$ cat config.mk
export PLATFORM = sky130hd
export DESIGN_NAME = food_placer
export DESIGN_NICKNAME = d
export VERILOG_FILES = /design/src/rtl/food_placer.sv
export SDC_FILE = /design/constraint.sdc
export NUM_CORES = 1
export LEC_CHECK = 0
export BUFFER_PORTS_ARGS = -buffer_cell sky130_fd_sc_hd__buf_2
export CORE_MARGIN = 2
export CORE_UTILIZATION = 40
export CTS_BUF_LIST = sky130_fd_sc_hd__clkbuf_4 sky130_fd_sc_hd__clkbuf_8 sky130_fd_sc_hd__clkbuf_16
export DETAILED_ROUTE_END_ITERATION = 16
export GPL_ROUTABILITY_DRIVEN = 1
export PLACE_DENSITY = 0.59
export SLEW_MARGIN = 20
export SYNTH_ARGS = -nofsm -noshare
export SYNTH_HDL_FRONTEND = slang
export SYNTH_SLANG_ARGS = --single-unit
$ cat constraint.sdc
create_clock -name clk -period 2.3 [get_ports clk]
set_input_delay 0.23 -clock clk [delete_from_list [all_inputs] [get_ports clk]]
set_output_delay 0.23 -clock clk [all_outputs]
set_load 0.01 [all_outputs]
$ cat src/rtl/food_placer.sv
// -----------------------------------------------------------------------------
// food_placer
//
// Turns the free-running random word into a legal food cell on the snake grid.
// Random candidates that fall off the grid or land on an occupied cell are
// rejected. After MAX_TRIES rejected draws the block abandons random placement
// and scans the grid row-major for the first free cell. If no cell is free, it
// reports failure instead.
//
// Ports
//   clk         system clock, all state on the rising edge
//   reset       asynchronous, active-high; aborts any placement, returns to IDLE
//   random      random word, candidate x in [XW-1:0], y in [XW+YW-1:XW]
//   place_req   request a new food cell, honoured only while idle
//   occ_rd      occupancy RAM read strobe (combinational from state)
//   occ_x/occ_y occupancy RAM read address (don't-care while occ_rd is low)
//   occ_data    occupancy RAM read data, valid the cycle after occ_rd
//   busy        high whenever a placement is in progress
//   food_x/y    last placed cell, held until the next successful placement
//   food_valid  one-cycle pulse, food_x/food_y updated on the same edge
//   fail        one-cycle pulse, the grid has no free cell
// -----------------------------------------------------------------------------
module food_placer #(
    parameter int COLS      = 20,
    parameter int ROWS      = 15,
    parameter int RAND_W    = 10,
    parameter int MAX_TRIES = 32
) (
    input  logic                      clk,
    input  logic                      reset,
    input  logic [RAND_W-1:0]         random,
    input  logic                      place_req,
    output logic                      occ_rd,
    output logic [$clog2(COLS)-1:0]   occ_x,
    output logic [$clog2(ROWS)-1:0]   occ_y,
    input  logic                      occ_data,
    output logic                      busy,
    output logic [$clog2(COLS)-1:0]   food_x,
    output logic [$clog2(ROWS)-1:0]   food_y,
    output logic                      food_valid,
    output logic                      fail
);

    localparam int XW = $clog2(COLS);
    localparam int YW = $clog2(ROWS);
    localparam int TW = $clog2(MAX_TRIES + 1);

    typedef enum logic [2:0] {
        IDLE     = 3'd0,
        SAMPLE   = 3'd1,
        CHECK    = 3'd2,
        SCAN_RD  = 3'd3,
        SCAN_CHK = 3'd4
    } state_t;

    state_t          state_r;
    state_t          state_s;

    logic [TW-1:0]   tries_r;
    logic [XW-1:0]   cand_x_r;
    logic [YW-1:0]   cand_y_r;
    logic [XW-1:0]   ptr_x_r;
    logic [YW-1:0]   ptr_y_r;
    logic [XW-1:0]   food_x_r;
    logic [YW-1:0]   food_y_r;
    logic            food_valid_r;
    logic            fail_r;

    logic [XW-1:0]   cx_s;
    logic [YW-1:0]   cy_s;
    logic            on_grid_s;
    logic            tries_done_s;
    logic            ptr_last_s;
    logic            rand_unused_s;

    // Datapath strobes decoded by the FSM
    logic            tries_clr_s;
    logic            tries_inc_s;
    logic            cand_ld_s;
    logic            ptr_clr_s;
    logic            ptr_adv_s;
    logic            food_ld_cand_s;
    logic            food_ld_ptr_s;
    logic            fail_set_s;

    // Candidate extraction; random bits above XW+YW do not influence placement
    assign cx_s          = random[XW-1:0];
    assign cy_s          = random[XW+YW-1:XW];
    assign rand_unused_s = ^random;

    // Comparisons are done at integer width so a power-of-two grid dimension
    // cannot alias to zero in the narrow coordinate width.
    assign on_grid_s    = (int'(cx_s) < COLS) && (int'(cy_s) < ROWS);
    assign tries_done_s = (int'(tries_r) == MAX_TRIES);
    assign ptr_last_s   = (int'(ptr_x_r) == COLS - 1) && (int'(ptr_y_r) == ROWS - 1);

    assign busy       = (state_r != IDLE);
    assign food_x     = food_x_r;
    assign food_y     = food_y_r;
    assign food_valid = food_valid_r;
    assign fail       = fail_r;

    // State register
    always_ff @(posedge clk or posedge reset) begin
        if (reset) begin
            state_r <= IDLE;
        end else begin
            state_r <= state_s;
        end
    end

    // Next-state, occupancy read port and datapath strobes
    always_comb begin
        state_s        = state_r;
        occ_rd         = 1'b0;
        occ_x          = '0;
        occ_y          = '0;
        tries_clr_s    = 1'b0;
        tries_inc_s    = 1'b0;
        cand_ld_s      = 1'b0;
        ptr_clr_s      = 1'b0;
        ptr_adv_s      = 1'b0;
        food_ld_cand_s = 1'b0;
        food_ld_ptr_s  = 1'b0;
        fail_set_s     = 1'b0;
        case (state_r)
            IDLE: begin
                if (place_req) begin
                    tries_clr_s = 1'b1;
                    state_s     = SAMPLE;
                end else begin
                    state_s = IDLE;
                end
            end
            SAMPLE: begin
                if (tries_done_s) begin
                    ptr_clr_s = 1'b1;
                    state_s   = SCAN_RD;
                end else if (!on_grid_s) begin
                    // Off-grid draw: count it and take a fresh word next cycle
                    tries_inc_s = 1'b1;
                    state_s     = SAMPLE;
                end else begin
                    occ_rd    = 1'b1;
                    occ_x     = cx_s;
                    occ_y     = cy_s;
                    cand_ld_s = 1'b1;
                    state_s   = CHECK;
                end
            end
            CHECK: begin
                if (!occ_data) begin
                    food_ld_cand_s = 1'b1;
                    state_s        = IDLE;
                end else begin
                    tries_inc_s = 1'b1;
                    state_s     = SAMPLE;
                end
            end
            SCAN_RD: begin
                occ_rd  = 1'b1;
                occ_x   = ptr_x_r;
                occ_y   = ptr_y_r;
                state_s = SCAN_CHK;
            end
            SCAN_CHK: begin
                if (!occ_data) begin
                    food_ld_ptr_s = 1'b1;
                    state_s       = IDLE;
                end else if (ptr_last_s) begin
                    fail_set_s = 1'b1;
                    state_s    = IDLE;
                end else begin
                    ptr_adv_s = 1'b1;
                    state_s   = SCAN_RD;
                end
            end
            default: begin
                state_s = IDLE;
            end
        endcase
    end

    // Draw counter and latched random candidate
    always_ff @(posedge clk or posedge reset) begin
        if (reset) begin
            tries_r  <= '0;
            cand_x_r <= '0;
            cand_y_r <= '0;
        end else begin
            if (tries_clr_s) begin
                tries_r <= '0;
            end else if (tries_inc_s) begin
                tries_r <= tries_r + TW'(1);
            end else begin
                tries_r <= tries_r;
            end
            if (cand_ld_s) begin
                cand_x_r <= cx_s;
                cand_y_r <= cy_s;
            end else begin
                cand_x_r <= cand_x_r;
                cand_y_r <= cand_y_r;
            end
        end
    end

    // Row-major scan pointer; x wraps to 0 and y steps at the end of each row
    always_ff @(posedge clk or posedge reset) begin
        if (reset) begin
            ptr_x_r <= '0;
            ptr_y_r <= '0;
        end else if (ptr_clr_s) begin
            ptr_x_r <= '0;
            ptr_y_r <= '0;
        end else if (ptr_adv_s) begin
            if (int'(ptr_x_r) == COLS - 1) begin
                ptr_x_r <= '0;
                ptr_y_r <= ptr_y_r + YW'(1);
            end else begin
                ptr_x_r <= ptr_x_r + XW'(1);
                ptr_y_r <= ptr_y_r;
            end
        end else begin
            ptr_x_r <= ptr_x_r;
            ptr_y_r <= ptr_y_r;
        end
    end

    // Registered result: food cell plus the one-cycle success / fail pulses
    always_ff @(posedge clk or posedge reset) begin
        if (reset) begin
            food_x_r     <= '0;
            food_y_r     <= '0;
            food_valid_r <= 1'b0;
            fail_r       <= 1'b0;
        end else begin
            if (food_ld_cand_s) begin
                food_x_r <= cand_x_r;
                food_y_r <= cand_y_r;
            end else if (food_ld_ptr_s) begin
                food_x_r <= ptr_x_r;
                food_y_r <= ptr_y_r;
            end else begin
                food_x_r <= food_x_r;
                food_y_r <= food_y_r;
            end
            food_valid_r <= food_ld_cand_s | food_ld_ptr_s;
            fail_r       <= fail_set_s;
        end
    end

endmodule

==> impl_metrics.csv, run 1 <==
group,metric,value,unit
synthesis,syn-cell-area,2030,sq um
layout,drive_gt1_share,28.4,%
synthesis,yosysSeqAreaShare,46.9,%
worst_setup_path,crit_type,"flip-flop to output pin",
synthesis,most_used_flip_flop_cell_after_synthesis,"dfrtp_1",
clock_network,clk_pin_slew,80,ps
clock_network,clk_latency,290,ps
global_routing,grt_pass1_vias,1393,
placed_design,buffer_ports.inserted,34,
synthesis,synth.ff_latch_count,38,
floorplanning,initial_core_util,42.1,%
global_routing,wire_length_of_the_first_global_routing_pass,7.21,mm
detailed_routing,routed-via-count,1557,
clock_network,cts.hold.buffers_added,0,
clock_network,cts_tree,"yes",
synthesis,synth_area_per_cell,10.8,sq um
synthesis,synth_top_cell_by_area,"dfrtp_1",
synthesis,async_reset_ff_share,100,%
detailed_routing,postRouteWirelength,4.44,mm
clock_network,postCtsResizedCells,0,
floorplanning,dieArea,5650,sq um
synthesis,ys_warn_count,0,
global_routing,pin_count_of_the_biggest_net_entering_global_routing,39,
pwr,power_switching_share,35.5,%
placed_design,pre_cts_slack,378,ps
detailed_routing,detail_route.first_pass.iterations,4,
detailed_routing,post_drt_via_cell_ratio,5.33,
clock_network,cts_buffers,5,
sta,final-hold-violation-count,0,
pwr,post-layout-total-power,2.41,mW
clock_network,post_cts_buffers,0,
floorplanning,num_rows,25,
sta,post-route-min-period,2170,ps
worst_setup_path,wp_data_required,2070,ps
sta,timing.final.ws_setup,129,ps
layout,most_frequent_standard_cell_in_the_layout_excluding_fill_and_tap_cells,"dfrtp_1",
floorplanning,ios,36,
detailed_routing,antenna_violating_nets_post_route,0,
pwr,comb_power_share,37.2,%
clock_network,clock_tree.buffer_depth,2,
layout,n_fill_cell,468,
layout,diodes,0,
placed_design,dpl.hpwl,3.06,mm
sta,timing.final.crit_share,94.4,%
worst_setup_path,worst-r2r-cell-count,7,
pwr,share_clk_of_total_power,19.0,%
synthesis,synth_enable_flop_cells,0,
floorplanning,die-height,75.2,um
layout,finish.cell_count_without_fillers,292,
pwr,power_switching,856,uW
detailed_routing,wl_per_cell,15.2,um
placed_design,finalWeightedCongestion,0.746,
clock_network,cts-htree-levels,2,
global_routing,globalRoute.totalOverflow,0,
pwr,total_leakage_power,1.09,nW
floorplanning,chipWidth,75.2,um
pwr,intPower,1.55,mW
clock_network,clock_sink_count,38,
sta,max_freq,461,MHz
global_routing,groute.usage.overall,17.4,%
global_routing,antenna_found_initial,0,
worst_setup_path,worstPathArrival,1940,ps
layout,fin_nets,245,
pwr,power_frac_seq,43.8,%
synthesis,yosys-top-cells-area,"dfrtp_1 47%, mux2i_1 7.4%, nand2_1 4.3%",
sta,final.setup_skew,10.8,ps
worst_setup_path,setup.worst_path.end_class,"output pin",
synthesis,yosys.cell_types.count,43,
floorplanning,floorplan.core_area,4820,sq um
sta,grt_setup_unrepaired,"no",
flow_run,count_of_max_cap_constraint_violations,0,
hold_path,timing.hold.worst.class,"input pin to asynchronous set/reset pin",
sta,setup_violations,0,
pwr,power.density,1010,nW/um^2
worst_setup_path,cp-start-kind,"flip-flop",
detailed_routing,route.detailed.drc,0,
clock_network,cts_root_buf,"clkbuf_8",
pwr,vdd_drop_max,453,uV
synthesis,synth_nets,206,
detailed_routing,detail_route.iter0.violations,90,
worst_setup_path,critical_path.max_fanout,5,
placed_design,placedCellCount,286,
sta,max_slew.worst_pin.slew,550,ps
synthesis,netlist.area_leader.share,46.9,%
sta,timing.slew.headroom,63.1,%
sta,fin_tns_setup,0,ps
status,outcome,"complete, no violations",
synthesis,gate_count_post_synth,187,
layout,layout.cells.most_common_list,"37 x dfrtp_1, 34 x buf_2, 23 x nand2_1",
layout,area_growth_from_synthesis_to_layout,17.4,%
sta,timing_max_transition_violations_final,0,
[area by class of cell]
type	count	area, sq um	share of cell area [%]
inverters	7	26.3	1.10
flip-flops and latches	38	952	40.0
repair buffers	41	226	9.52
well taps	67	83.8	3.52
multi-input cells	133	1010	42.4
clock buffers	6	82.6	3.47
[cells by family after synthesis]
family                     Yosys count  share of synthesized area (%)
AOI/OAI and AO/OA                   42                           15.6
buffers and inverters               16                           3.64
and+or+nand+nor                     60                           17.5
adders and majority gates            5                           3.09
DFF                                 38                           46.9
xor gates and xnor gates             2                          0.864
muxes                               24                           12.4
[per-stage QoR]
stage	hold slack (ps)	instance area, sq um	util (%)
after floorplan	365	2030	-
after global placement	378	2290	47.6
after detailed placement	374	2290	47.6
after CTS	60.3	2370	49.3
after global routing	92.9	2380	49.4
final	39.8	2380	49.4
[power groups by stage]
stage | Combinational, mW | Clock [mW] | Sequential [mW]
final | 0.897 | 0.458 | 1.05
after global routing | 1.00 | 0.496 | 1.09
after CTS | 0.906 | 0.466 | 1.05
after detailed placement | 0.905 | 0 | 1.06
after global placement | 0.896 | 0 | 1.06
after floorplan | 0.635 | 0 | 1.04
[critical path: stages, from the launching register on]
cell and delay [ps]:
dfrtp_1 440, inv_1 90, ha_1 140, nor4b_4 270, buf_4 210, a21oi_1 90, a31o_2 270, buf_2 140
[state kept, by name, summed over array words and instances (netlist names)]
signal and flops:
food_valid 1, cand_y_r 4, food_y 4, food_x 5, ptr_y_r 4, tries_r 6, fail 1, state_r 3
ptr_x_r 5, cand_x_r 5
[path summary, 6_finish.rpt]
kind | start | endpoint | slack (ps)
hold / removal | reset | fail | 40
min in group clk | random[5] | cand_y_r[0] | 180
setup / recovery | tries_r[0] | occ_rd | 130
max in group asynchronous | reset | state_r[0] | 1900
hold reg to reg | cand_y_r[0] | food_y[0] | 480
setup reg to reg | tries_r[0] | ptr_x_r[2] | 390
[synthesized netlist by cell type, types with 2 or more instances]
cell / number
dfrtp_1: 38
nand2_1: 23
mux2i_1: 15
o21ai_0: 13
a22o_1: 9
nand3_1: 9
inv_1: 7
mux2_2: 6
clkbuf_1: 5
ha_1: 5
a21oi_1: 4
and3_1: 4
nor2_1: 4
mux2_1: 3
nor3_1: 3
o2111ai_1: 3
o211ai_1: 3
o31ai_1: 3
nand3b_1: 2
nand4_1: 2
o21ai_1: 2
or4_1: 2
xnor2_1: 2
[layer usage]
layer,GRT usage [%],routed length [um]
met2,23.9,1940
met4,4.68,38
met5,0,0
met3,4.95,191
met1,26.9,2270
(Power assumes the default switching activity.)
==> run 2: changes to the inputs <==
==> constraint.sdc (replaced) <==
create_clock -name clk -period 2.3 [get_ports clk]
set_input_delay 0.115 -clock clk [delete_from_list [all_inputs] [get_ports clk]]
set_output_delay 0.115 -clock clk [all_outputs]
set_load 0.01 [all_outputs]
==> impl_metrics.csv, run 2 (synthesized netlist as in run 1, its figures left out) <==
group,metric,value,unit
sta,timing_max_transition_violations_final,0,
detailed_routing,wl_per_cell,15.2,um
hold_path,timing.hold.worst.class,"input pin to flip-flop",
detailed_routing,antenna_violating_nets_post_route,0,
clock_network,clock_tree.buffer_depth,2,
worst_setup_path,wp_data_required,2180,ps
worst_setup_path,crit_buf_inv,4,
layout,area_growth_from_synthesis_to_layout,23.1,%
placed_design,post_dp_cell_area,2310,sq um
worst_setup_path,critical_path.max_fanout,16,
global_routing,pin_count_of_the_biggest_net_entering_global_routing,39,
clock_network,postCtsResizedCells,0,
layout,multiInputGateArea,1010,sq um
global_routing,grt_pass1_vias,1538,
layout,final_area,2490,sq um
clock_network,cts_buffers,5,
status,outcome,"complete, no violations",
placed_design,finalWeightedCongestion,0.777,
placed_design,placedCellCount,289,
worst_setup_path,worst-r2r-cell-count,8,
placed_design,pre_cts_slack,89.0,ps
sta,setup_violations,0,
floorplanning,dieArea,5650,sq um
layout,diodes,0,
worst_setup_path,cp-start-kind,"flip-flop",
sta,timing.final.crit_share,92.5,%
floorplanning,num_rows,25,
global_routing,groute.usage.overall,18.6,%
sta,grt_setup_unrepaired,"no",
sta,max_slew.worst_pin.slew,571,ps
worst_setup_path,crit-reg2reg-launch,"tries_r[0]",
floorplanning,die-height,75.2,um
layout,fin_nets,255,
layout,n_fill_cell,465,
worst_setup_path,setup.worst_path.end_class,"output pin",
sta,timing.slew.headroom,61.7,%
layout,largest_reg_flops,6,
global_routing,globalRoute.totalOverflow,0,
pwr,vdd_drop_max,503,uV
sta,post-route-min-period,2130,ps
global_routing,antenna_found_initial,0,
sta,max_freq,470,MHz
layout,most_frequent_standard_cell_in_the_layout_excluding_fill_and_tap_cells,"dfrtp_1",
floorplanning,chipWidth,75.2,um
hold_path,hold-path-endpoint,"cand_x_r[0]",
placed_design,dpl.hpwl,3.26,mm
sta,final.setup_skew,4.81,ps
pwr,total_leakage_power,1.16,nW
worst_setup_path,crit_type,"flip-flop to output pin",
pwr,power.density,1050,nW/um^2
worst_setup_path,cp_cell_sequence,"inv_1 > ha_1 > nor4b_4 > buf_4 > a211oi_4 > buf_12 > a22o_1 > buf_2",
sta,hold_ws,66.8,ps
clock_network,clk_latency,290,ps
detailed_routing,detail_route.first_pass.iterations,4,
clock_network,cts_root_buf,"clkbuf_8",
floorplanning,initial_core_util,42.1,%
layout,final-seq-area,951,sq um
worst_setup_path,worstPathArrival,2010,ps
layout,drive_gt1_share,30.9,%
detailed_routing,routed-via-count,1628,
placed_design,buffer_ports.inserted,34,
floorplanning,floorplan.core_area,4820,sq um
worst_setup_path,worst-r2r-setup-slack,250,ps
hold_path,min_delay_startpoint,"random[0]",
clock_network,clk_pin_slew,70,ps
worst_setup_path,worstReg2RegEnd,"ptr_x_r[4]",
detailed_routing,post_drt_via_cell_ratio,5.37,
clock_network,cts-htree-levels,2,
layout,largest_register,"tries_r",
sta,timing.final.ws_setup,172,ps
worst_setup_path,timing.critical_path.slowest_stage_cell,"dfrtp_1",
floorplanning,ios,36,
flow_run,count_of_max_cap_constraint_violations,0,
hold_path,hold-path-cell-count,2,
layout,finish.cell_count_without_fillers,303,
pwr,post-layout-total-power,2.63,mW
clock_network,clock_sink_count,38,
detailed_routing,route.detailed.drc,0,
sta,fin_tns_setup,0,ps
sta,final-hold-violation-count,0,
global_routing,wire_length_of_the_first_global_routing_pass,7.85,mm
detailed_routing,detail_route.iter0.violations,57,
layout,layout.cells.most_common_list,"38 x dfrtp_1, 34 x buf_2, 23 x nand2_1",
clock_network,cts_tree,"yes",
worst_setup_path,cp_slowest_stage_delay,440,ps
detailed_routing,postRouteWirelength,4.62,mm
layout,postLayoutCoreUtil,51.8,%
worst_setup_path,critical-path-top-delay-family,"buffers and inverters",
run 2: worst reg2reg max path, delay by kind of cell, from the launching register on:
family	cells	cell delay [ps]
simple gates	4	960
flops	1	440
buf+inv	3	380
fa+ha+maj	1	200
run 2: how the worst max path moves through the flow:
| stage | start | cells past startpoint | to |
|---|---|---|---|
| global placement | tries_r[0] | 5 | cand_y_r[1] |
| CTS | tries_r[0] | 7 | occ_x[2] |
| global route | tries_r[0] | 8 | occ_x[3] |
| floorplan | state_r[0] | 5 | cand_y_r[3] |
| detailed placement | tries_r[0] | 5 | cand_x_r[3] |
| finish | tries_r[0] | 8 | occ_x[2] |
run 2: layout make-up:
cell class	count	area share, %
inverter	7	1.05
multi-input combinational	133	40.4
clock inverter	1	1.20
clock buffer	6	3.31
sequential	38	38.1
timing repair buffer	51	12.5
tap	67	3.36
run 2: per-layer routing:
| layer | GRT usage (%) | part of all wire [%] | up-vias |
|---|---|---|---|
| met2 | 27.5 | 46 | 38 |
| met3 | 4.15 | 4.5 | 7 |
| met4 | 5.26 | 1.2 | 0 |
| li1 | - | - | 786 |
| met5 | 0 | 0 | - |
| met1 | 27.6 | 48 | 797 |
run 2: report_power, final:
part           internal, mW  switching, mW  total [mW]
combinational         0.521          0.518        1.04
sequential            0.877          0.141        1.02
clock                 0.347          0.228       0.575
run 2: timing repair:
action,CTS,global route
endpoints found under the hold margin,38,0
hold buffers,1,0
setup endpoints to repair,9,9
pin swaps,1,0
buffers inserted,4,2
==> run 3: changes to the inputs <==
==> constraint.sdc (replaced) <==
create_clock -name clk -period 2.3 [get_ports clk]
set_input_delay 0.115 -clock clk [delete_from_list [all_inputs] [get_ports clk]]
set_output_delay 0.115 -clock clk [all_outputs]
set_load 0.05 [all_outputs]
==> impl_metrics.csv, run 3 (synthesized netlist as in run 1, its figures left out) <==
group,metric,value,unit
status,outcome,"complete, no violations",
detailed_routing,wl_per_cell,15.0,um
detailed_routing,detail_route.first_pass.iterations,4,
floorplanning,num_rows,25,
pwr,comb_power_share,44.7,%
clock_network,clock_sink_count,38,
layout,n_fill_cell,486,
layout,drive_gt1_share,28.6,%
pwr,post-layout-total-power,2.95,mW
clock_network,clk_pin_slew,80,ps
detailed_routing,routed-via-count,1563,
worst_setup_path,wp_data_required,2180,ps
worst_setup_path,crit_buf_inv,2,
worst_setup_path,cp-start-kind,"flip-flop",
layout,layout.cells.most_common_list,"37 x dfrtp_1, 34 x buf_2, 23 x nand2_1",
pwr,intPower,1.67,mW
placed_design,dpl.hpwl,3.07,mm
sta,fin_tns_setup,0,ps
floorplanning,dieArea,5650,sq um
detailed_routing,detail_route.iter0.violations,114,
floorplanning,chipWidth,75.2,um
pwr,power_frac_seq,35.8,%
pwr,share_clk_of_total_power,19.5,%
placed_design,post_dp_cell_area,2290,sq um
clock_network,cts_root_buf,"clkbuf_8",
global_routing,groute.usage.overall,17.4,%
sta,max_slew.worst_pin.slew,584,ps
sta,post-route-min-period,2150,ps
pwr,power_switching_share,43.4,%
layout,area_growth_from_synthesis_to_layout,19.4,%
worst_setup_path,critical-path-top-delay-family,"simple AND/OR/NAND/NOR gates",
floorplanning,die-height,75.2,um
layout,final_area,2420,sq um
sta,setup_violations,0,
worst_setup_path,cp_cell_sequence,"or3b_4 > a211oi_4 > buf_6 > a22o_1 > buf_2",
sta,hold_ws,74.0,ps
pwr,power.density,1220,nW/um^2
floorplanning,floorplan.core_area,4820,sq um
sta,timing.slew.headroom,60.8,%
global_routing,grt_pass1_vias,1443,
detailed_routing,post_drt_via_cell_ratio,5.32,
sta,final-hold-violation-count,0,
worst_setup_path,critical_path.max_fanout,18,
hold_path,timing.hold.worst.class,"input pin to flip-flop",
worst_setup_path,worstPathArrival,2040,ps
worst_setup_path,cp_slowest_stage_delay,470,ps
worst_setup_path,setup.worst_path.end_class,"output pin",
sta,final.setup_skew,14.6,ps
sta,max_freq,464,MHz
worst_setup_path,timing.critical_path.slowest_stage_cell,"or3b_4",
clock_network,cts_tree,"yes",
pwr,vdd_drop_max,609,uV
layout,largest_register,"tries_r",
global_routing,pin_count_of_the_biggest_net_entering_global_routing,39,
pwr,power_switching,1.28,mW
clock_network,clk_latency,290,ps
global_routing,globalRoute.totalOverflow,0,
clock_network,cts-htree-levels,2,
layout,fin_nets,246,
placed_design,buffer_ports.inserted,34,
placed_design,finalWeightedCongestion,0.745,
floorplanning,initial_core_util,42.1,%
pwr,total_leakage_power,1.11,nW
sta,timing_max_transition_violations_final,0,
floorplanning,ios,36,
clock_network,cts_buffers,5,
global_routing,wire_length_of_the_first_global_routing_pass,7.28,mm
flow_run,count_of_max_cap_constraint_violations,0,
sta,timing.final.crit_share,93.6,%
layout,largest_reg_flops,6,
sta,grt_setup_unrepaired,"no",
clock_network,clock_tree.buffer_depth,2,
global_routing,antenna_found_initial,0,
detailed_routing,route.detailed.drc,0,
layout,most_frequent_standard_cell_in_the_layout_excluding_fill_and_tap_cells,"dfrtp_1",
worst_setup_path,crit_type,"flip-flop to output pin",
detailed_routing,postRouteWirelength,4.42,mm
detailed_routing,antenna_violating_nets_post_route,0,
layout,diodes,0,
==> run 3: path summary, 6_finish.rpt <==
path,start,slack (ps),cells after the start,to
max in group asynchronous,reset,1460,4,state_r[0]
min,random[5],70,2,cand_y_r[0]
min in group asynchronous,reset,480,4,food_x[4]
max reg2reg,tries_r[0],370,7,ptr_x_r[2]
min reg2reg,cand_x_r[4],460,2,food_x[4]
max,state_r[1],150,5,occ_x[2]
==> run 3: layer usage <==
layer  vias to the layer above  part of all wire (%)  GRT usage [%]
li1                        765                     -              -
met1                       749                    50           26.6
met2                        42                    44           24.1
met3                         7                   4.6           3.21
met4                         0                   1.4           7.41
met5                         -                     0              0
==> run 3: power by group through the flow <==
stage	combinational (mW)	sequential (mW)	clock (mW)
finish	1.32	1.06	0.577
global placement	1.31	1.06	0
floorplan	0.835	1.25	0
detailed placement	1.33	1.06	0
global route	1.42	1.09	0.621
CTS	1.33	1.05	0.591
==> run 3: stage by stage <==
stage | util, % | std cells | worst slack [ps]
after global placement | 47.6 | 286 | 362
after global routing | 50.2 | 294 | 23.5
final | 50.2 | 294 | 146
after detailed placement | 47.6 | 286 | 377
after floorplan | - | 187 | 346
after CTS | 50.1 | 294 | 39.4
==> run 3: final cells by class <==
| class | instances | area, sq um | share of cell area [%] |
|---|---|---|---|
| Multi-Input combinational cell | 133 | 1010 | 41.7 |
| Sequential cell | 38 | 952 | 39.3 |
| Timing Repair Buffer | 42 | 236 | 9.77 |
| Tap cell | 67 | 83.8 | 3.46 |
| Clock buffer | 6 | 82.6 | 3.41 |
| Clock inverter | 1 | 30.0 | 1.24 |
| Inverter | 7 | 26.3 | 1.09 |
==> run 3: what timing repair did <==
action                                 in CTS  in global routing
setup buffers                               0                  0
setup endpoints to repair                   0                  9
hold buffers                                1                  0
gates resized for setup                     0                  2
endpoints found under the hold margin      38                  0
